$ cat src/rtl/left_path_pkg.sv
// Shared types and helpers for the left-camera pixel path.
// Combinational only: no latency.
// No flow control of its own.
package left_path_pkg;

    typedef enum logic [1:0] {
        FILL = 2'd0,
        REQ  = 2'd1,
        SEND = 2'd2
    } state_t;

    localparam int BYTES_PER_WORD  = 4;
    localparam int BYTES_PER_PIXEL = 2;

    // RGB888 -> RGB565 by plain truncation of each channel
    function automatic logic [15:0] rgb888_to_565(input logic [23:0] px);
        return {px[23:19], px[15:10], px[7:3]};
    endfunction

    // Bytes occupied by one frame once packed as RGB565
    function automatic int frame_bytes(input int pixels);
        return pixels * BYTES_PER_PIXEL;
    endfunction

endpackage

$ cat src/rtl/left_burst_buf.sv
// BURST_LEN x 32 burst staging register file.
// Write lands on the rising edge; read port is combinational.
// No backpressure: the caller sequences writes and reads.
module left_burst_buf
    import left_path_pkg::*;
#(
    parameter int DEPTH = 16,
    parameter int IDX_W = $clog2(DEPTH)
)(
    input  logic             clk,
    input  logic             we,
    input  logic [IDX_W-1:0] wptr,
    input  logic [31:0]      wdata,
    input  logic [IDX_W-1:0] rptr,
    output logic [31:0]      rdata
);

    logic [31:0] mem [DEPTH];

    // Store one packed pixel pair per write strobe
    always_ff @(posedge clk) begin
        if (we) begin
            mem[wptr] <= wdata;
        end
    end

    assign rdata = mem[rptr];

endmodule

$ cat src/rtl/left_fifo_ddr_writer.sv
// Pops RGB888 pixels, packs RGB565 pairs into a burst buffer and writes bursts to DDR.
// Pixel data is consumed 1 cycle after each pop; one burst is requested after BURST_LEN words fill.
// Pops stop while empty or while a burst is requested/sent; words hold while wr_ready=0.
module left_fifo_ddr_writer
    import left_path_pkg::*;
#(
    parameter int                BURST_LEN    = 16,
    parameter int                ADDR_W       = 28,
    parameter logic [ADDR_W-1:0] BASE_ADDR    = '0,
    parameter int                FRAME_PIXELS = 921600
)(
    input  logic              clk,
    input  logic              rst,
    output logic              fifo_rd_en,
    input  logic [23:0]       fifo_rd_data,
    input  logic              fifo_empty,
    input  logic              frame_start,
    output logic              wr_req,
    output logic [ADDR_W-1:0] wr_addr,
    output logic [7:0]        wr_len,
    input  logic              wr_ack,
    output logic [31:0]       wr_data,
    output logic              wr_valid,
    input  logic              wr_ready,
    output logic              wr_last,
    output logic              frame_done
);

    localparam int IDX_W       = $clog2(BURST_LEN);
    localparam int PTR_W       = IDX_W + 1;
    localparam int CNT_W       = IDX_W + 2;
    localparam int FRAME_BYTES = frame_bytes(FRAME_PIXELS);

    localparam logic [ADDR_W-1:0] BURST_BYTES = ADDR_W'(BURST_LEN * BYTES_PER_WORD);
    localparam logic [ADDR_W-1:0] FRAME_END   = BASE_ADDR + ADDR_W'(FRAME_BYTES);
    localparam logic [CNT_W-1:0]  PIX_PER_BURST = CNT_W'(2 * BURST_LEN);
    localparam logic [PTR_W-1:0]  WORDS_FULL    = PTR_W'(BURST_LEN);
    localparam logic [IDX_W-1:0]  LAST_IDX      = IDX_W'(BURST_LEN - 1);

    state_t            state;
    state_t            state_nxt;
    logic [CNT_W-1:0]  issued_cnt;
    logic [PTR_W-1:0]  wptr;
    logic [IDX_W-1:0]  rptr;
    logic              rd_pend;
    logic              half_vld;
    logic [15:0]       half_px;
    logic              fs_pend;
    logic [ADDR_W-1:0] addr;
    logic              done_r;

    logic              rsp_take;
    logic              buf_we;
    logic [31:0]       buf_wdata;
    logic [31:0]       buf_rdata;
    logic              xfer;
    logic              last_xfer;
    logic [ADDR_W-1:0] addr_nxt;

    // A response is dropped when a frame restart lands in the same cycle
    assign rsp_take  = rd_pend && (state == FILL) && !frame_start;
    assign buf_we    = rsp_take && half_vld;
    assign buf_wdata = {rgb888_to_565(fifo_rd_data), half_px};
    assign xfer      = (state == SEND) && wr_ready;
    assign last_xfer = xfer && (rptr == LAST_IDX);
    assign addr_nxt  = addr + BURST_BYTES;

    assign wr_addr    = addr;
    assign wr_len     = 8'(BURST_LEN);
    assign frame_done = done_r;

    left_burst_buf #(
        .DEPTH (BURST_LEN)
    ) u_buf (
        .clk   (clk),
        .we    (buf_we),
        .wptr  (wptr[IDX_W-1:0]),
        .wdata (buf_wdata),
        .rptr  (rptr),
        .rdata (buf_rdata)
    );

    // Next-state and handshake outputs; pops are masked in reset and on a frame restart
    always_comb begin
        state_nxt  = state;
        fifo_rd_en = 1'b0;
        wr_req     = 1'b0;
        wr_valid   = 1'b0;
        wr_last    = 1'b0;
        wr_data    = '0;
        case (state)
            FILL: begin
                fifo_rd_en = !rst && !fifo_empty && !frame_start && (issued_cnt < PIX_PER_BURST);
                if (!frame_start && (wptr == WORDS_FULL) && !rd_pend) begin
                    state_nxt = REQ;
                end
            end
            REQ: begin
                wr_req = 1'b1;
                if (wr_ack) begin
                    state_nxt = SEND;
                end
            end
            SEND: begin
                wr_valid = 1'b1;
                wr_data  = buf_rdata;
                wr_last  = (rptr == LAST_IDX);
                if (last_xfer) begin
                    state_nxt = FILL;
                end
            end
            default: state_nxt = FILL;
        endcase
    end

    // State, counters, pixel pairing and frame address tracking
    always_ff @(posedge clk or posedge rst) begin
        if (rst) begin
            state      <= FILL;
            issued_cnt <= '0;
            wptr       <= '0;
            rptr       <= '0;
            rd_pend    <= 1'b0;
            half_vld   <= 1'b0;
            half_px    <= '0;
            fs_pend    <= 1'b0;
            addr       <= BASE_ADDR;
            done_r     <= 1'b0;
        end else begin
            state   <= state_nxt;
            done_r  <= 1'b0;
            rd_pend <= fifo_rd_en;

            if (fifo_rd_en) begin
                issued_cnt <= issued_cnt + 1'b1;
            end

            if (rsp_take) begin
                if (!half_vld) begin
                    half_px  <= rgb888_to_565(fifo_rd_data);
                    half_vld <= 1'b1;
                end else begin
                    half_vld <= 1'b0;
                    wptr     <= wptr + 1'b1;
                end
            end

            if ((state == REQ) && wr_ack) begin
                rptr <= '0;
            end
            if (xfer) begin
                rptr <= rptr + 1'b1;
            end

            // Restart while filling: abandon the partial burst at once
            if ((state == FILL) && frame_start) begin
                addr       <= BASE_ADDR;
                issued_cnt <= '0;
                wptr       <= '0;
                half_vld   <= 1'b0;
            end

            // Restart while the burst is out: remember it until the burst ends
            if ((state != FILL) && frame_start) begin
                fs_pend <= 1'b1;
            end

            if (last_xfer) begin
                issued_cnt <= '0;
                wptr       <= '0;
                half_vld   <= 1'b0;
                fs_pend    <= 1'b0;
                if (fs_pend || frame_start) begin
                    addr <= BASE_ADDR;
                end else if (addr_nxt == FRAME_END) begin
                    addr   <= BASE_ADDR;
                    done_r <= 1'b1;
                end else begin
                    addr <= addr_nxt;
                end
            end
        end
    end

endmodule

$ cat config.mk
export PLATFORM = sky130hd
export DESIGN_NAME = left_fifo_ddr_writer
export DESIGN_NICKNAME = d
export VERILOG_FILES = /design/src/rtl/left_path_pkg.sv /design/src/rtl/left_burst_buf.sv /design/src/rtl/left_fifo_ddr_writer.sv
export SDC_FILE = /design/constraint.sdc
export NUM_CORES = 1
export LEC_CHECK = 0
export CAP_MARGIN = 20
export CORE_UTILIZATION = 35
export CTS_BUF_LIST = sky130_fd_sc_hd__clkbuf_16
export DETAILED_ROUTE_END_ITERATION = 10
export GPL_TIMING_DRIVEN = 0
export SLEW_MARGIN = 10
export SYNTH_ARGS = -nofsm -noshare
export SYNTH_HDL_FRONTEND = slang
export SYNTH_SLANG_ARGS = --single-unit
$ cat constraint.sdc
create_clock -name clk -period 4.07 [get_ports clk]
set_input_delay 0.407 -clock clk [delete_from_list [all_inputs] [get_ports clk]]
set_output_delay 0.407 -clock clk [all_outputs]
set_load 0.1 [all_outputs]
==> results of run 1 <==
==> power by group through the flow <==
stage | Sequential, uW | Combinational, uW | Clock, uW
floorplan | 6810 | 127 | 0
global placement | 6880 | 197 | 0
detailed placement | 6910 | 203 | 0
CTS | 6780 | 204 | 5060
global route | 6800 | 219 | 5260
finish | 6780 | 204 | 4940
==> cells in the mapped netlist, types with 3 or more instances <==
cell type,count
o31ai_1,3
a31oi_1,4
nor3_1,8
a21oi_1,9
dfrtp_1,59
nand3_1,14
nor2b_1,4
o21ai_0,10
nand2b_1,4
edfxtp_1,512
nand2_1,45
and4_1,3
a211o_1,4
xor2_1,8
and3_1,4
o21ai_1,27
mux2_2,18
nand4_1,11
inv_1,6
ha_1,7
buf_1,17
clkbuf_1,33
buf_4,14
mux4_2,160
xnor2_1,6
nor2_1,44
buf_2,9
and2_1,33
==> logic make-up (layout without fill, tap and decap cells) <==
logic type / Yosys count / count (layout) / share of synthesized area, %
buffers and inverters: 81 / 289 / 1.63
adders and majority gates: 7 / 7 / 0.386
AOI/OAI and AO/OA: 71 / 71 / 1.95
xor gates and xnor gates: 14 / 14 / 0.540
and+or+nand+nor: 185 / 185 / 4.33
muxes: 180 / 180 / 16.9
other: 2 / 15 / 0.0331
DFF: 571 / 571 / 74.3
==> routing by layer <==
layer  routed length (um)  GRT usage (%)  share of wire, %
met2                25500           26.3                47
met3                 3700           3.40               6.8
met5                   23              0             0.043
met1                23700           23.2                44
met4                 1020           4.66               1.9
==> what timing repair did <==
item | in CTS | in global routing
setup endpoints to repair | 32 | 25
hold buffers | 0 | 0
resized for setup | 175 | 27
==> registers in the layout, indices dropped and copies added (netlist names) <==
name and count:
u_buf.mem 512, wr_addr 22, half_px 16, issued_cnt 6, wptr 5, rptr 4
state 2, frame_done 1, fs_pend 1, half_vld 1, rd_pend 1
==> path summary, 6_finish.rpt <==
check                               to  slack (ns)          start  depth (start not counted)
max                        wr_data[23]        0.14        rptr[1]                          7
min                         wr_addr[9]        0.36            rst                          2
max reg2reg                wr_addr[13]        0.94     wr_addr[6]                          9
min reg2reg                    rd_pend        0.54  issued_cnt[5]                          1
max in group asynchronous   half_px[8]        3.20            rst                          2
min in group clk               rd_pend        0.45     fifo_empty                          2
==> per-stage QoR <==
step	total power, uW	setup TNS (ns)	std cells	setup slack, ns	hold slack (ns)
after floorplan	6930	0	1123	0.728	0.484
after global placement	7080	-820.24	2049	-1.69	0.501
after detailed placement	7110	-14.48	2072	-0.584	0.508
after CTS	12000	0	2178	0.00120	0.356
after global routing	12300	-0.00703	2177	-0.00398	0.433
final	11900	0	2178	0.139	0.358
==> placed cells by master, fill, tap and decap left out, types with 18 or more instances in the layout <==
master	instances
and2_1	33
buf_2	33
buf_4	22
clkbuf_1	21
clkbuf_16	57
clkdlybuf4s50_1	48
dfrtp_1	59
edfxtp_1	512
inv_1	22
mux2_2	18
mux4_2	160
nand2_1	45
nor2_1	28
o21ai_1	27
==> area by class of cell <==
| cell class | count | area share (%) |
|---|---|---|
| repair buffers | 103 | 4.33 |
| clock buffers | 57 | 5.30 |
| diodes | 1 | 0.00930 |
| plain buffers | 72 | 1.49 |
| clock inverters | 50 | 1.21 |
| flip-flops and latches | 571 | 62.7 |
| multi-input cells | 471 | 21.0 |
| inverters | 7 | 0.107 |
| well taps | 846 | 3.94 |
==> reports/metrics.yaml, run 1 <==
run_status: "completed"
seqCellArea_um2: 16900
nNetsFinal: 1320
route.vias.total: 11502
critPathCaptureType: "output port"
synth-seq-cells: 571
coreArea_um2: 63500
worstPathBufferInverterCount: 4
design.die.area_um2: 65900
finalSetupViolations: 0
cts_setup_buffers: 0
wire_length_after_detailed_routing_um: 54000
timing.setup.critical_path_class: "flop to output port"
multi_input_comb_area_um2: 5640
cap_violations: 0
power_per_cell_area_nw_per_um2: 443
grt_pass1_vias: 11919
timing.slew.headroom_pct: 29.5
post_synth_num_cell_types: 56
cts_num_sinks: 571
synth_enable_flop_cells: 512
final_max_slew_viol_count: 0
htreeDepth: 2
async_reset_ff_share_pct: 10.3
classification_of_the_worst_slack_hold_path: "input pin to async pin"
gp_congestion: 0.834
synth.largest_area_cell: "edfxtp_1"
path_max_fanout: 10
syn_inst: 1111
rsz0062_at_grt: "true"
cts-root-to-sink-buffers: 3
period_minus_slack_ns: 3.93
layout-area-overhead-vs-synth_pct: 18.5
power_report.internal_total_uw: 9390
critPathLaunchType: "flop"
antenna_violations_before_repair: 5
die_height_um: 257
post-dp-hpwl_um: 33400
track_usage_pct: 16.6
layout-drive-gt1-share_pct: 28.8
worst_path_max_delay_cell: "mux4_2"
ys_seq_area_share_pct: 74.3
floorplan.initialDensity_pct: 35.7
synthesis.area_um2: 22700
synth_area_leaders: "edfxtp_1, mux4_2, dfrtp_1, and2_1, mux2_2"
skew_ns: 0.0197
syn_area_per_cell_um2: 20.4
average_detailed_routed_wire_length_per_instance_um: 24.8
tritoncts_clock_tree: "built"
grt-ovfl-total: 0
finalHoldViolations: 0
finish.instance_area_um2: 26900
p_leak_uw: 0.00868
power.sequential.fraction_pct: 56.8
placed_cell_area_um2: 25200
worst-endpoint-required_ns: 3.66
final.period_utilization_pct: 96.6
grt_start_max_net_pins: 60
io_pins: 103
ir_drop_mv: 0.378
drtAntennaViolNets: 0
final_core_utilization_pct: 42.3
cp.arrival_ns: 3.52
fill_cells: 5552
core.rowCount: 92
worstPathCellList: "clkbuf_1, clkbuf_2, clkbuf_2, mux4_2, mux4_2, and2_1, clkdlybuf4s15_2"
yosys.area.top_type_share_pct: 67.8
timing.critical_path.max_delay_family: "buffers and inverters"
combinationalPowerShare_pct: 1.7
yosys_most_used_dff: "edfxtp_1"
p_switching_uw: 2540
power_switching_share_pct: 21.3
clkTransAtPathRegs_ns: 0.06
worst_path_largest_cell_delay_ns: 0.49
synthesis.yosys.warnings: 0
worst_skew_pair.late_latency_ns: 0.62
fmax_mhz: 254
drt_pre_antenna_iters: 5
cts_made_buffers: 57
io_buffer_count: 80
first_iter_violations: 1138
drt-vias-per-instance: 5.28
clock-root-buffer: "clkbuf_16"
pwr-share-clk_pct: 41.5
grt_pass1_wl_um: 79600
worstMarginPinSlew_ns: 1.05
die_w_um: 257
post-route-drc-count: 0
Note: power is estimated with default switching activity, not from simulation.
==> run 2, diff against run 1 <==
--- a/config.mk
+++ b/config.mk
@@ -10,6 +10,7 @@
 export CTS_BUF_LIST = sky130_fd_sc_hd__clkbuf_16
 export DETAILED_ROUTE_END_ITERATION = 10
 export GPL_TIMING_DRIVEN = 0
+export PLACE_DENSITY = 0.49
 export SLEW_MARGIN = 10
 export SYNTH_ARGS = -nofsm -noshare
 export SYNTH_HDL_FRONTEND = slang
==> run 2 against run 1 <==
Flip-flop and latch count did not move. First-iteration DRC count is 36% lower. Largest power group unchanged. Sequential power about the same. Critical endpoint is now wr_data[31]. Clock power is 10% higher.
==> reports/metrics.yaml, run 2 (synthesis results as in run 1) <==
run_status: "completed"  # unchanged
final_cells: 2193  # was 2178
placed_cells_incl_taps: 2078  # was 2072
track_usage_pct: 17.0  # was 16.6%
io_pins: 103  # unchanged
worst-endpoint-required_ns: 3.66  # about the same
max_flop_register: "u_buf.mem"  # unchanged
drt-vias-per-instance: 5.09  # was 5.28
grt-ovfl-total: 0  # unchanged
finalHoldViolations: 0  # unchanged
cts_num_sinks: 571  # unchanged
fill_cells: 5628  # was 5552
classification_of_the_worst_slack_hold_path: "input pin to flop"  # was input pin to async pin
floorplan.initialDensity_pct: 35.7  # unchanged
wire_length_after_detailed_routing_um: 54900  # was 54000 um
finalSetupViolations: 0  # unchanged
layout-drive-gt1-share_pct: 29.8  # was 28.8%
core.rowCount: 92  # unchanged
p_leak_uw: 0.00883  # was 0.00868 uW
worst_skew_pair.late_latency_ns: 0.63  # was 0.62 ns
power_per_cell_area_nw_per_um2: 453  # was 443 nW/um2
htreeDepth: 2  # unchanged
worst_setup_path_startpoint: "rptr[0]"  # was rptr[1]
clock-root-buffer: "clkbuf_16"  # unchanged
post-route-drc-count: 0  # unchanged
path_max_fanout: 10  # unchanged
grt_pass1_wl_um: 81600  # was 79600 um
worst_r2r_path_depth: 9  # unchanged
fmax_mhz: 254  # about the same
first_iter_violations: 724  # was 1138
critPathCaptureType: "output port"  # unchanged
design.die.area_um2: 65900  # unchanged
antenna_violations_before_repair: 0  # was 5
period_minus_slack_ns: 3.94  # was 3.93 ns
cts_setup_buffers: 0  # unchanged
rr_startpoint: "wr_addr[6]"  # unchanged
final_cell_mix: "edfxtp_1, mux4_2, clkbuf_16"  # was edfxtp_1, mux4_2, dfrtp_1
average_detailed_routed_wire_length_per_instance_um: 25.0  # was 24.8 um
grt_pass1_vias: 11819  # was 11919
drtAntennaViolNets: 0  # unchanged
cts_made_buffers: 61  # was 57
coreArea_um2: 63500  # unchanged
post-dp-hpwl_um: 36500  # was 33400 um
grt_start_max_net_pins: 58  # was 60
cts-root-to-sink-buffers: 3  # unchanged
min-delay-start: "fifo_empty"
cap_violations: 0  # unchanged
critPathLaunchType: "flop"  # unchanged
timing.hold.worst_path_depth: 2
largest_reg_flops: 512  # unchanged
rsz0062_at_grt: "false"  # was true
timing.slew.headroom_pct: 34.2  # was 29.5%
skew_ns: 0.0209  # was 0.0197 ns
clkTransAtPathRegs_ns: 0.06  # about the same
design_power_total_uw: 12400  # was 11900 uW
final.period_utilization_pct: 96.8  # was 96.6%
route.vias.total: 11173  # was 11502
die_w_um: 257  # unchanged
layout-area-overhead-vs-synth_pct: 21.0  # was 18.5%
timing.setup.critical_path_class: "flop to output port"  # unchanged
die_height_um: 257  # unchanged
gp_congestion: 0.772  # was 0.834
ir_drop_mv: 0.365  # was 0.378 mV
worstMarginPinSlew_ns: 0.984  # was 1.05 ns
cp.arrival_ns: 3.53  # was 3.52 ns
io_buffer_count: 80  # unchanged
nNetsFinal: 1330  # was 1320
final_max_slew_viol_count: 0  # unchanged
drt_pre_antenna_iters: 4  # was 5
tritoncts_clock_tree: "built"  # unchanged
mostFrequentLayoutCell: "edfxtp_1"  # unchanged
[run 2: final cells by class]
class	instances	area, um2	share of cell area (%)
Tap cell	846	1060	3.86
Clock inverter	55	443	1.61
Inverter	7	28.8	0.105
Multi-Input combinational cell	471	5640	20.5
Clock buffer	61	1530	5.56
Buffer	71	422	1.54
Timing Repair Buffer	110	1480	5.38
Antenna cell	1	2.50	0.00912
Sequential cell	571	16900	61.4
[run 2: what timing repair did]
action / 4_1_cts / 5_1_grt
endpoints found under the hold margin: 2 / 0
endpoints found under the setup margin: 32 / 8
pin swaps: 0 / 0
hold buffers: 1 / 0
gates resized for setup: 168 / 3
[run 2: metrics by stage]
step           cell area (um2)  setup WS, ns  hold slack (ns)  setup TNS (ns)  utilization, %
5_1_grt                  27400       0.00832            0.408               0            43.2
3_3_place_gp             24600         -1.74            0.522         -825.64            38.7
2_1_floorplan            22700         0.728            0.484               0               -
6_report                 27400         0.129            0.418               0            43.2
4_1_cts                  27400       0.00225            0.367               0            43.2
3_5_place_dp             25400        -0.676            0.525          -17.46            39.9
[run 2: where the power goes]
part           switching, uW  leakage [uW]  internal, uW
registers                197       0.00539          6590
logic                    143       0.00241          66.2
clock network           2280       0.00103          3160
[run 2: worst max-delay path, cell delays in order, from the launching register on]
cell and delay, ns:
dfrtp_2 0.49, buf_4 0.26, buf_2 0.26, buf_8 0.20, mux4_2 0.50, mux4_2 0.53
and2_1 0.18, clkdlybuf4s15_2 0.46
[run 2: layer usage]
| layer | vias up | global-route usage, % | routed length (um) |
|---|---|---|---|
| met4 | 0 | 3.75 | 907 |
| li1 | 4913 | - | - |
| met2 | 236 | 28.3 | 27100 |
| met5 | - | 0 | 0 |
| met1 | 5946 | 23.6 | 24800 |
| met3 | 78 | 2.84 | 2160 |
[run 2: path summary, 6_finish.rpt]
path | slack, ns | to
min in group asynchronous | 0.60 | state[1]
min | 0.42 | rd_pend
min reg2reg | 0.53 | issued_cnt[5]
max | 0.13 | wr_data[31]
max in group asynchronous | 2.97 | rptr[0]
max reg2reg | 1.02 | wr_addr[13]
==> run 3, diff against run 2 <==
--- a/config.mk
+++ b/config.mk
@@ -11,7 +11,9 @@
 export DETAILED_ROUTE_END_ITERATION = 10
 export GPL_TIMING_DRIVEN = 0
 export PLACE_DENSITY = 0.49
+export RECOVER_POWER = 50
 export SLEW_MARGIN = 10
 export SYNTH_ARGS = -nofsm -noshare
 export SYNTH_HDL_FRONTEND = slang
+export SYNTH_HIERARCHICAL = 1
 export SYNTH_SLANG_ARGS = --single-unit
==> run 3 against run 2 <==
The flow now finishes with violations (capacitance limit, slew limit). Core utilization down 0.90 points. Count of clock-buffer cells in the layout unchanged. Final area down 0.66%. Die area up 0.75%. Clock skew down 0.011 ns.
==> reports/metrics.yaml, run 3 <==
finalSetupViolations: 0  # unchanged
violations: "capacitance limit, slew limit"
design.die.area_um2: 66300  # was 65900 um2
finalHoldViolations: 0  # unchanged
pwr-share-clk_pct: 29.8  # was 43.7%
timing.slew.headroom_pct: -23.1  # was 34.2%
nNetsFinal: 1423  # was 1330
drt-vias-per-instance: 5.25  # was 5.09
die_w_um: 258  # was 257 um
path_max_fanout: 10  # unchanged
layout-drive-gt1-share_pct: 25.0  # was 29.8%
classification_of_the_worst_slack_hold_path: "input pin to flop"  # unchanged
synth_area_leaders: "edfxtp_1, mux4_2, dfrtp_1, a22oi_1, nand2_1"  # was edfxtp_1, mux4_2, dfrtp_1, and2_1, mux2_2
grt_start_max_net_pins: 32  # was 58
power_per_cell_area_nw_per_um2: 648  # was 453 nW/um2
gp_congestion: 0.824  # was 0.772
design_power_total_uw: 17700  # was 12400 uW
ys_seq_area_share_pct: 73.7  # was 74.3%
cts_setup_buffers: 0  # unchanged
tritoncts_clock_tree: "built"  # unchanged
worst-endpoint-required_ns: 3.66  # about the same
antenna_violations_before_repair: 2  # was 0
post-place-ws_ns: 0.0744  # was -0.676 ns
average_detailed_routed_wire_length_per_instance_um: 24.2  # was 25.0 um
cap_violations: 1  # was 0
post-dp-hpwl_um: 36200  # was 36500 um
drt_pre_antenna_iters: 5  # was 4
critPathCaptureType: "output port"  # unchanged
grt_pass1_wl_um: 83000  # was 81600 um
worstMarginPinSlew_ns: 1.85  # was 0.984 ns
io_pins: 103  # unchanged
worstPathCellList: "buf_2, clkdlybuf4s15_2, mux4_2, a22oi_1, nand2_1, and2_1, dlygate4sd2_1"  # was buf_4, buf_2, buf_8, mux4_2, mux4_2, and2_1, clkdlybuf4s15_2
worst_skew_pair.late_latency_ns: 0.63  # about the same
post-route-drc-count: 0  # unchanged
worst_path_largest_cell_delay_ns: 0.85  # was 0.53 ns
final_critical_path_setup_slack_ns: 0.162  # was 0.129 ns
final_max_slew_viol_count: 32  # was 0
cp.arrival_ns: 3.50  # was 3.53 ns
yosys.area.top_type_share_pct: 67.3  # was 67.8%
synth.most_common_cell: "edfxtp_1"  # unchanged
final.period_utilization_pct: 96.0  # was 96.8%
power_report.internal_total_uw: 11600  # was 9810 uW
synthesis.area_um2: 22900  # was 22700 um2
cts_num_sinks: 571  # unchanged
grt-ovfl-total: 0  # unchanged
combinationalPowerShare_pct: 29.8  # was 1.7%
ir_drop_mv: 0.375  # was 0.365 mV
timing.setup.critical_path_class: "flop to output port"  # unchanged
rsz0062_at_grt: "false"  # unchanged
cts_made_buffers: 60  # was 61
max_flop_register: "u_buf/mem"  # was u_buf.mem
route.vias.total: 12050  # was 11173
skew_ns: 0.00998  # was 0.0209 ns
run_status: "finished, violations left"  # was completed
final_cell_mix: "edfxtp_1, mux4_2, a22oi_1"  # was edfxtp_1, mux4_2, clkbuf_16
first_iter_violations: 659  # was 724
synth-seq-cells: 571  # unchanged
finish.instance_area_um2: 27300  # was 27400 um2
synth_enable_flop_cells: 512  # unchanged
critPathLaunchType: "flop"  # unchanged
layout-area-overhead-vs-synth_pct: 19.3  # was 21.0%
p_switching_uw: 6040  # was 2620 uW
synthesis.yosys.warnings: 6  # was 0
clkTransAtPathRegs_ns: 0.06  # about the same
mostFrequentLayoutCell: "edfxtp_1"  # unchanged
largest_reg_flops: 512  # unchanged
p_leak_uw: 0.00914  # was 0.00883 uW
coreArea_um2: 64500  # was 63500 um2
placed_cell_area_um2: 25400  # about the same
post_synth_num_cell_types: 61  # was 56
core.rowCount: 93  # was 92
power_switching_share_pct: 34.2  # was 21.1%
synth.largest_area_cell: "edfxtp_1"  # unchanged
fmax_mhz: 256  # was 254 MHz
period_minus_slack_ns: 3.91  # was 3.94 ns
floorplan.initialDensity_pct: 35.5  # was 35.7%
htreeDepth: 2  # unchanged
cts-root-to-sink-buffers: 3  # unchanged
async_reset_ff_share_pct: 10.3  # unchanged
yosys_most_used_dff: "edfxtp_1"  # unchanged
syn_area_per_cell_um2: 18.9  # was 20.4 um2
die_height_um: 258  # was 257 um
wire_length_after_detailed_routing_um: 55400  # was 54900 um
drtAntennaViolNets: 0  # unchanged
io_buffer_count: 79  # was 80
worst_path_max_delay_cell: "dlygate4sd2_1"  # was mux4_2
synth_common_cells: "edfxtp_1, mux4_2, a22oi_1"  # was edfxtp_1, mux4_2, dfrtp_1
grt_pass1_vias: 12552  # was 11819
power.sequential.fraction_pct: 40.5  # was 54.6%
clock-root-buffer: "clkbuf_16"  # unchanged
track_usage_pct: 17.0  # about the same
syn_inst: 1211  # was 1111
## run 3: cell type report
class                           instances  area (um2)
Buffer                                 83         488
Clock inverter                         51         380
Inverter                               10        38.8
Timing Repair Buffer                  103        1200
Tap cell                              855        1070
Sequential cell                       571       16900
Fill cell                            5771       37200
Multi-Input combinational cell        559        5700
Clock buffer                           61        1530
Antenna cell                            1        2.50
## run 3: per-stage QoR
step | hold slack (ns) | cells | TNS [ns] | utilization (%)
2_1_floorplan | 0.483 | 1223 | 0 | -
3_3_place_gp | 0.513 | 2157 | -634.47 | 38.4
3_5_place_dp | 0.510 | 2181 | 0 | 39.4
4_1_cts | 0.151 | 2293 | -0.0769 | 42.4
5_1_grt | 0.235 | 2293 | 0 | 42.3
6_report | 0.189 | 2294 | 0 | 42.3
## run 3: critical path: cells and delay by family (launching register included)
| kind | cells | cell delay [ns] |
|---|---|---|
| DFF | 1 | 0.46 |
| muxes | 1 | 0.31 |
| buffers and inverters | 3 | 1.76 |
| AOI/OAI and AO/OA | 1 | 0.11 |
| and+or+nand+nor | 2 | 0.24 |
## run 3: power by group through the flow
stage | Combinational (uW) | Sequential (uW) | Clock (uW)
2_1_floorplan | 3960 | 7080 | 0
3_3_place_gp | 5450 | 7260 | 0
3_5_place_dp | 5460 | 7280 | 0
4_1_cts | 5400 | 7160 | 5430
5_1_grt | 5600 | 7200 | 5660
6_report | 5250 | 7140 | 5260
## run 3: cells by family after synthesis
family | after synthesis | synth area share, %
other | 2 | 0.0329
adder cells (fa/ha/maj) | 5 | 0.274
buffers and inverters | 93 | 2.13
flip-flops | 571 | 73.7
AND/OR/NAND/NOR | 237 | 5.50
XOR/XNOR | 11 | 0.421
AO/OA/AOI/OAI | 140 | 4.18
multiplexers | 152 | 13.8
## run 3: per-layer routing
metal / share of wire (%) / wire, um / global-route usage [%] / vias up
met3: 4.9 / 2710 / 2.86 / 86
met4: 2.3 / 1260 / 5.26 / 4
met5: 0.042 / 23 / 0 / -
li1: - / - / - / 5262
met1: 44 / 24600 / 23.4 / 6389
met2: 48 / 26900 / 27.8 / 309
## run 3: timing repair
action,4_1_cts,5_1_grt
hold buffers,0,0
endpoints found under the setup margin,32,20
endpoints found under the hold margin,0,0
gates cloned,0,0
resized for setup,76,35
## run 3: path summary, 6_finish.rpt
check	start	endpoint	slack (ns)	depth (start not counted)
setup / recovery	rptr[1]	wr_data[30]	0.16	7
hold / removal	frame_start	fs_pend	0.19	3
setup reg to reg	state[0]	u_buf/mem[0][15]	0.72	7
hold reg to reg	issued_cnt[5]	rd_pend	0.51	1
max in group asynchronous	rst	half_px[3]	1.18	3
min in group asynchronous	rst	wr_addr[10]	0.61	2
